## src/rtl/sincos_pkg.sv

```systemverilog
// Shared constants, tag type and phase-wrap helper for the sincos arbiter.
package sincos_pkg;

  localparam int unsigned PHASE_W_DEF = 16;
  localparam int unsigned WRAP_W      = 17;

  // Q3.13 radians held in 17-bit signed so a single +/-2pi correction cannot overflow
  localparam logic signed [WRAP_W-1:0] PI_POS = 17'sh06488;
  localparam logic signed [WRAP_W-1:0] PI_NEG = -17'sh06488;
  localparam logic signed [WRAP_W-1:0] TWO_PI = PI_POS - PI_NEG;

  typedef enum logic {
    TAG_PLAYER = 1'b0,
    TAG_RAY    = 1'b1
  } tag_t;

  function automatic logic [PHASE_W_DEF-1:0] wrap_phase(input logic [PHASE_W_DEF-1:0] phase);
    logic signed [WRAP_W-1:0] p;
    p = $signed({phase[PHASE_W_DEF-1], phase});
    if (p > PI_POS) begin
      p = p - TWO_PI;
    end else if (p < PI_NEG) begin
      p = p + TWO_PI;
    end
    return p[PHASE_W_DEF-1:0];
  endfunction

endpackage

```

## src/rtl/sincos_tag_fifo.sv

```systemverilog
// Synchronous FIFO of requester tags for phases in flight inside the sincos core.
module sincos_tag_fifo
  import sincos_pkg::*;
#(
  parameter int unsigned DEPTH = 8
) (
  input  logic                       clk,
  input  logic                       rst_n,
  input  logic                       push_i,
  input  logic                       pop_i,
  input  tag_t                       tag_i,
  output tag_t                       tag_o,
  output logic                       empty_o,
  output logic                       full_o,
  output logic [$clog2(DEPTH):0]     count_o
);

  localparam int unsigned PTR_W = $clog2(DEPTH);
  localparam int unsigned CNT_W = PTR_W + 1;

  tag_t             mem_q [DEPTH];
  logic [PTR_W-1:0] wr_ptr_q, wr_ptr_d;
  logic [PTR_W-1:0] rd_ptr_q, rd_ptr_d;
  logic [CNT_W-1:0] count_q, count_d;
  logic             do_push, do_pop;

  assign empty_o = (count_q == '0);
  assign full_o  = (count_q == CNT_W'(DEPTH));
  assign count_o = count_q;
  assign tag_o   = mem_q[rd_ptr_q];

  always_comb begin
    do_push  = push_i & ~full_o;
    do_pop   = pop_i & ~empty_o;
    wr_ptr_d = wr_ptr_q + PTR_W'(do_push);
    rd_ptr_d = rd_ptr_q + PTR_W'(do_pop);
    count_d  = count_q + CNT_W'(do_push) - CNT_W'(do_pop);
  end

  always_ff @(posedge clk or negedge rst_n) begin
    if (!rst_n) begin
      wr_ptr_q <= '0;
      rd_ptr_q <= '0;
      count_q  <= '0;
      for (int i = 0; i < int'(DEPTH); i++) mem_q[i] <= TAG_PLAYER;
    end else begin
      wr_ptr_q <= wr_ptr_d;
      rd_ptr_q <= rd_ptr_d;
      count_q  <= count_d;
      if (do_push) mem_q[wr_ptr_q] <= tag_i;
    end
  end

endmodule

```

## src/rtl/sincos_arbiter.sv

```systemverilog
// Two-port front end for the shared sincos core: wraps, issues, and routes results by tag.
// SINCOS_ROUND_ROBIN_EN selects alternating tie grants; otherwise port 0 wins ties.
module sincos_arbiter
  import sincos_pkg::*;
#(
  parameter int unsigned PHASE_W         = PHASE_W_DEF,
  parameter int unsigned MAX_OUTSTANDING = 8
) (
  input  logic               CLK,
  input  logic               RESETN,
  input  logic [PHASE_W-1:0] req0_phase,
  input  logic               req0_valid,
  output logic               req0_ready,
  input  logic [PHASE_W-1:0] req1_phase,
  input  logic               req1_valid,
  output logic               req1_ready,
  output logic [PHASE_W-1:0] core_phase,
  output logic               core_phase_tvalid,
  input  logic [PHASE_W-1:0] core_sin,
  input  logic [PHASE_W-1:0] core_cos,
  input  logic               core_tvalid,
  output logic [PHASE_W-1:0] resp0_sin,
  output logic [PHASE_W-1:0] resp0_cos,
  output logic               resp0_valid,
  output logic [PHASE_W-1:0] resp1_sin,
  output logic [PHASE_W-1:0] resp1_cos,
  output logic               resp1_valid,
  output logic               busy,
  output logic               err_underflow
);

  localparam int unsigned CNT_W = $clog2(MAX_OUTSTANDING) + 1;

  logic               fifo_empty, fifo_full;
  logic [CNT_W-1:0]   fifo_count;
  tag_t               push_tag, pop_tag;
  logic               grant0, grant1, accept, pop;
  logic [PHASE_W-1:0] sel_phase;

  logic [PHASE_W-1:0] core_phase_q, core_phase_d;
  logic               core_valid_q, core_valid_d;
  logic [PHASE_W-1:0] resp0_sin_q, resp0_sin_d, resp0_cos_q, resp0_cos_d;
  logic [PHASE_W-1:0] resp1_sin_q, resp1_sin_d, resp1_cos_q, resp1_cos_d;
  logic               resp0_valid_q, resp0_valid_d, resp1_valid_q, resp1_valid_d;
  logic               err_q, err_d;
`ifdef SINCOS_ROUND_ROBIN_EN
  logic               rr_q, rr_d;
`endif

  // Grant from the valids, gated by the registered outstanding count
  always_comb begin
    grant0 = 1'b0;
    grant1 = 1'b0;
    if (!fifo_full) begin
`ifdef SINCOS_ROUND_ROBIN_EN
      if (req0_valid && req1_valid) begin
        grant0 = rr_q;
        grant1 = ~rr_q;
      end else begin
        grant0 = req0_valid;
        grant1 = req1_valid;
      end
`else
      grant0 = req0_valid;
      grant1 = req1_valid & ~req0_valid;
`endif
    end
  end

  assign accept    = grant0 | grant1;
  assign push_tag  = grant1 ? TAG_RAY : TAG_PLAYER;
  assign sel_phase = grant1 ? req1_phase : req0_phase;
  assign pop       = core_tvalid & ~fifo_empty;

  sincos_tag_fifo #(
    .DEPTH (MAX_OUTSTANDING)
  ) u_tag_fifo (
    .clk     (CLK),
    .rst_n   (RESETN),
    .push_i  (accept),
    .pop_i   (pop),
    .tag_i   (push_tag),
    .tag_o   (pop_tag),
    .empty_o (fifo_empty),
    .full_o  (fifo_full),
    .count_o (fifo_count)
  );

  always_comb begin
    core_phase_d  = core_phase_q;
    core_valid_d  = accept;
    resp0_sin_d   = resp0_sin_q;
    resp0_cos_d   = resp0_cos_q;
    resp1_sin_d   = resp1_sin_q;
    resp1_cos_d   = resp1_cos_q;
    resp0_valid_d = 1'b0;
    resp1_valid_d = 1'b0;
    err_d         = err_q | (core_tvalid & fifo_empty);
`ifdef SINCOS_ROUND_ROBIN_EN
    rr_d          = rr_q ^ (accept & req0_valid & req1_valid);
`endif
    if (accept) core_phase_d = PHASE_W'(wrap_phase(PHASE_W_DEF'(sel_phase)));
    if (pop) begin
      if (pop_tag == TAG_RAY) begin
        resp1_sin_d   = core_sin;
        resp1_cos_d   = core_cos;
        resp1_valid_d = 1'b1;
      end else begin
        resp0_sin_d   = core_sin;
        resp0_cos_d   = core_cos;
        resp0_valid_d = 1'b1;
      end
    end
  end

  always_ff @(posedge CLK or negedge RESETN) begin
    if (!RESETN) begin
      core_phase_q  <= '0;
      core_valid_q  <= 1'b0;
      resp0_sin_q   <= '0;
      resp0_cos_q   <= '0;
      resp1_sin_q   <= '0;
      resp1_cos_q   <= '0;
      resp0_valid_q <= 1'b0;
      resp1_valid_q <= 1'b0;
      err_q         <= 1'b0;
`ifdef SINCOS_ROUND_ROBIN_EN
      rr_q          <= 1'b1;
`endif
    end else begin
      core_phase_q  <= core_phase_d;
      core_valid_q  <= core_valid_d;
      resp0_sin_q   <= resp0_sin_d;
      resp0_cos_q   <= resp0_cos_d;
      resp1_sin_q   <= resp1_sin_d;
      resp1_cos_q   <= resp1_cos_d;
      resp0_valid_q <= resp0_valid_d;
      resp1_valid_q <= resp1_valid_d;
      err_q         <= err_d;
`ifdef SINCOS_ROUND_ROBIN_EN
      rr_q          <= rr_d;
`endif
    end
  end

  assign req0_ready        = grant0;
  assign req1_ready        = grant1;
  assign core_phase        = core_phase_q;
  assign core_phase_tvalid = core_valid_q;
  assign resp0_sin         = resp0_sin_q;
  assign resp0_cos         = resp0_cos_q;
  assign resp0_valid       = resp0_valid_q;
  assign resp1_sin         = resp1_sin_q;
  assign resp1_cos         = resp1_cos_q;
  assign resp1_valid       = resp1_valid_q;
  assign busy              = (fifo_count != '0);
  assign err_underflow     = err_q;

endmodule

```

## config.mk

```make
export PLATFORM = sky130hd
export DESIGN_NAME = sincos_arbiter
export DESIGN_NICKNAME = d
export VERILOG_FILES = /design/src/rtl/sincos_pkg.sv /design/src/rtl/sincos_tag_fifo.sv /design/src/rtl/sincos_arbiter.sv
export SDC_FILE = /design/constraint.sdc
export NUM_CORES = 1
export LEC_CHECK = 0
export CORE_AREA = 2 2 108 110
export DETAILED_ROUTE_END_ITERATION = 8
export DIE_AREA = 0 0 110 112
export PLACE_DENSITY = 0.77
export REMOVE_ABC_BUFFERS = 1
export SYNTH_ARGS = -nofsm -noshare
export SYNTH_HDL_FRONTEND = slang
export SYNTH_HIERARCHICAL = 1
export SYNTH_SLANG_ARGS = --single-unit
```

## constraint.sdc

```tcl
create_clock -name CLK -period 11.2 [get_ports CLK]
set_clock_uncertainty 0.15 [all_clocks]
set_input_delay 2.24 -clock CLK [delete_from_list [all_inputs] [get_ports CLK]]
set_output_delay 2.24 -clock CLK [all_outputs]
set_load 0.005 [all_outputs]
```

==> flow_summary.json <==
{
  "ys_seq_area_frac": 0.518,
  "synth-warning-count": 6,
  "critPathMaxStageDelay_ps": 570,
  "initial_core_util": 0.441,
  "synthAdderAreaFrac": 0.0320,
  "synth_area_leaders": "dfrtp_1 52%, mux2_2 17%, nand2_1 3.3%",
  "cts.clk_slew.worst_paths_ps": 80,
  "syn-cell-area_um2": 4920,
  "instances_no_fill": 711,
  "cts_buffers": 9,
  "die_h_um": 112,
  "cts_setup_buffers": 0,
  "fin_crit_sh": 0.578,
  "drtPass1Iterations": 4,
  "drtIter0Drc": 141,
  "hold_buffers": 0,
  "powerDensity_nw_per_um2": 256,
  "finalSetupViolCount": 0,
  "hpwl_um": 8650,
  "worstPathArrival_ps": 4090,
  "critPathKind": "in2out",
  "placed_area_um2": 6590,
  "grt_use_total": 0.193,
  "core_um2": 11200,
  "die_area_um2": 12300,
  "ant_nets": 0,
  "antenna_found_initial": 0,
  "final_area_um2": 6890,
  "finalHoldWorstSlack_ps": 321,
  "tightest_slew_ps": 961,
  "n_antenna_cell": 0,
  "slowest_stage": "clkdlybuf4s50_1",
  "layout_common_cells": "154 x clkdlybuf4s50_1, 102 x dfrtp_1, 75 x mux2_2",
  "grt_pass1_vias": 3844,
  "max_freq_ghz": 0.154,
  "p_total_mw": 1.76,
  "relSlewSlack": 0.358,
  "ios": 156,
  "vias": 3848,
  "hold_violations": 0,
  "endpoint_kind": "output port",
  "syn_inst": 414,
  "synthMuxAreaShare": 0.210,
  "synth_area_per_cell_um2": 11.9,
  "grt_overflow_total": 0,
  "clkSinkCount": 102,
  "synth_top_cell_area_share": 0.518,
  "cts.path.max_buffers": 2,
  "vias_per_cell": 5.41,
  "grt_first_pass_wirelength_um": 18800,
  "syn2layout_area_growth_pct": 39.9,
  "yosys.area_share.simple": 0.122,
  "fin_tns_setup_ps": 0,
  "min_period_ps": 6480,
  "num_rows": 39,
  "synth-compound-area-share": 0.0828,
  "clk-insertion-delay-late_ps": 340,
  "outcome": "finished clean",
  "cts-root-buf": "clkbuf_16",
  "synth_cell_type_count": 49,
  "fin_nets": 644,
  "p_leak_nw": 2.87,
  "layout_commonest_cell": "clkdlybuf4s50_1",
  "setup.worst_path.start_class": "primary input",
  "cap_violations": 0,
  "min_path_type": "reg2reg",
  "cp.required_ps": 8810,
  "drive_gt1_frac": 0.181,
  "routed_wl_um": 11700,
  "wl_per_cell_um": 16.4,
  "dp.cells": 695,
  "fp.dieW_um": 110,
  "htreeDepth": 3,
  "ir_drop_uv": 129,
  "crit_fanout": 36,
  "port_buffers": 155,
  "cp_common_cell": "clkdlybuf4s50_1",
  "synth_xor_xnor_area_share": 0.00712,
  "synth_top_family_by_area": "multiplexers",
  "rsz0062_at_grt": "no",
  "grt_max_degree": 68,
  "drcViolationCount": 0,
  "place.gp.congestion": 0.872,
  "rrSetupSlack_ps": 7070,
  "tritoncts": "yes",
  "maxSlewViolCount": 0,
  "cts_resized": 0,
  "ys_ff_latch": 102,
  "worstPathCellList": "clkdlybuf4s50_1 > or3b_4 > clkinv_4 > clkdlybuf4s50_1",
  "yosys.area.top_type": "dfrtp_1"
}
## synthesized netlist by cell type (all sizes together)
library cell,count
dfrtp,102
mux2,77
nand2,43
nor2,23
mux2i,12
ha,11
buf,10
clkbuf,10
inv,10
nand3,9
o211ai,9
nor3,8
o221ai,8
a31oi,6
nor4b,6
nor2b,5
nor3b,5
o21ai,5
o22a,5
and3,4
nor4,4
o31ai,4
a21o,3
a21oi,3
o31a,3
xor2,3
a2bb2oi,2
and2,2
clkinv,2
mux4,2
nand2b,2
o311a,2
or2,2
or4,2
a211o,1
a211oi,1
fa,1
nand4,1
nand4b,1
o21a,1
o32ai,1
or3,1
or3b,1
xnor2,1
## flip-flops by register name, summed over array words and instances, names as in the netlist, 3 cells and up
register	flops
resp1_cos	16
u_tag_fifo/mem_q	8
resp0_cos	16
resp1_sin	16
core_phase	16
resp0_sin	16
u_tag_fifo/count_o	4
u_tag_fifo/wr_ptr_q	3
u_tag_fifo/rd_ptr_q	3
## per-stage QoR
stage           util  setup WS, ps
6_report       0.616          4720
5_1_grt        0.616          4640
4_1_cts        0.616          4720
3_5_place_dp   0.590          4730
3_3_place_gp   0.590          4760
2_1_floorplan      -          5860
## cell type report
| cell class | count | area [um2] |
|---|---|---|
| Fill cell | 898 | 4290 |
| Sequential cell | 102 | 2550 |
| Multi-Input combinational cell | 280 | 2240 |
| Timing Repair Buffer | 158 | 1570 |
| Clock buffer | 9 | 225 |
| Tap cell | 143 | 179 |
| Clock inverter | 7 | 67.6 |
| Inverter | 12 | 50.0 |
## cell families (layout without fill, tap and decap cells)
logic type               count (synthesis)  in the layout
buffers and inverters                   32            186
flip-flops                             102            102
multiplexers                            91             91
XOR/XNOR                                 4              4
AO/OA/AOI/OAI                           54             54
adder cells (fa/ha/maj)                 12             12
AND/OR/NAND/NOR                        119            119
## metal layers
metal | wire length [um] | GRT usage | vias up
met5 | 0 | 0 | -
met4 | 119 | 0.0489 | 0
met3 | 1030 | 0.0492 | 11
met2 | 5400 | 0.315 | 163
met1 | 5140 | 0.257 | 1869
li1 | - | - | 1805
## path summary, 6_finish.rpt
path,startpoint,end,cells after the start
worst min register to register,err_underflow$_DFF_PN0_,err_underflow$_DFF_PN0_,1
min in group asynchronous,RESETN,resp1_cos[2]$_DFFE_PN0P_,1
worst max register to register,u_tag_fifo/count_o[2]$_DFF_PN0_,core_phase[9]$_DFFE_PN0P_,10
max in group asynchronous,RESETN,core_phase[2]$_DFFE_PN0P_,2
worst min-delay path,err_underflow$_DFF_PN0_,err_underflow$_DFF_PN0_,1
worst max-delay path,req0_valid,req1_ready,4
## critical path, delay by kind of cell
kind / cells / cell delay, ps
simple gates: 1 / 550
buf+inv: 3 / 1290
## where the power goes
part	total (mW)	internal [mW]	switching [mW]
combinational	0.804	0.511	0.293
clock	0.301	0.156	0.145
sequential	0.656	0.549	0.107
Power figures use the tool's default switching activity.
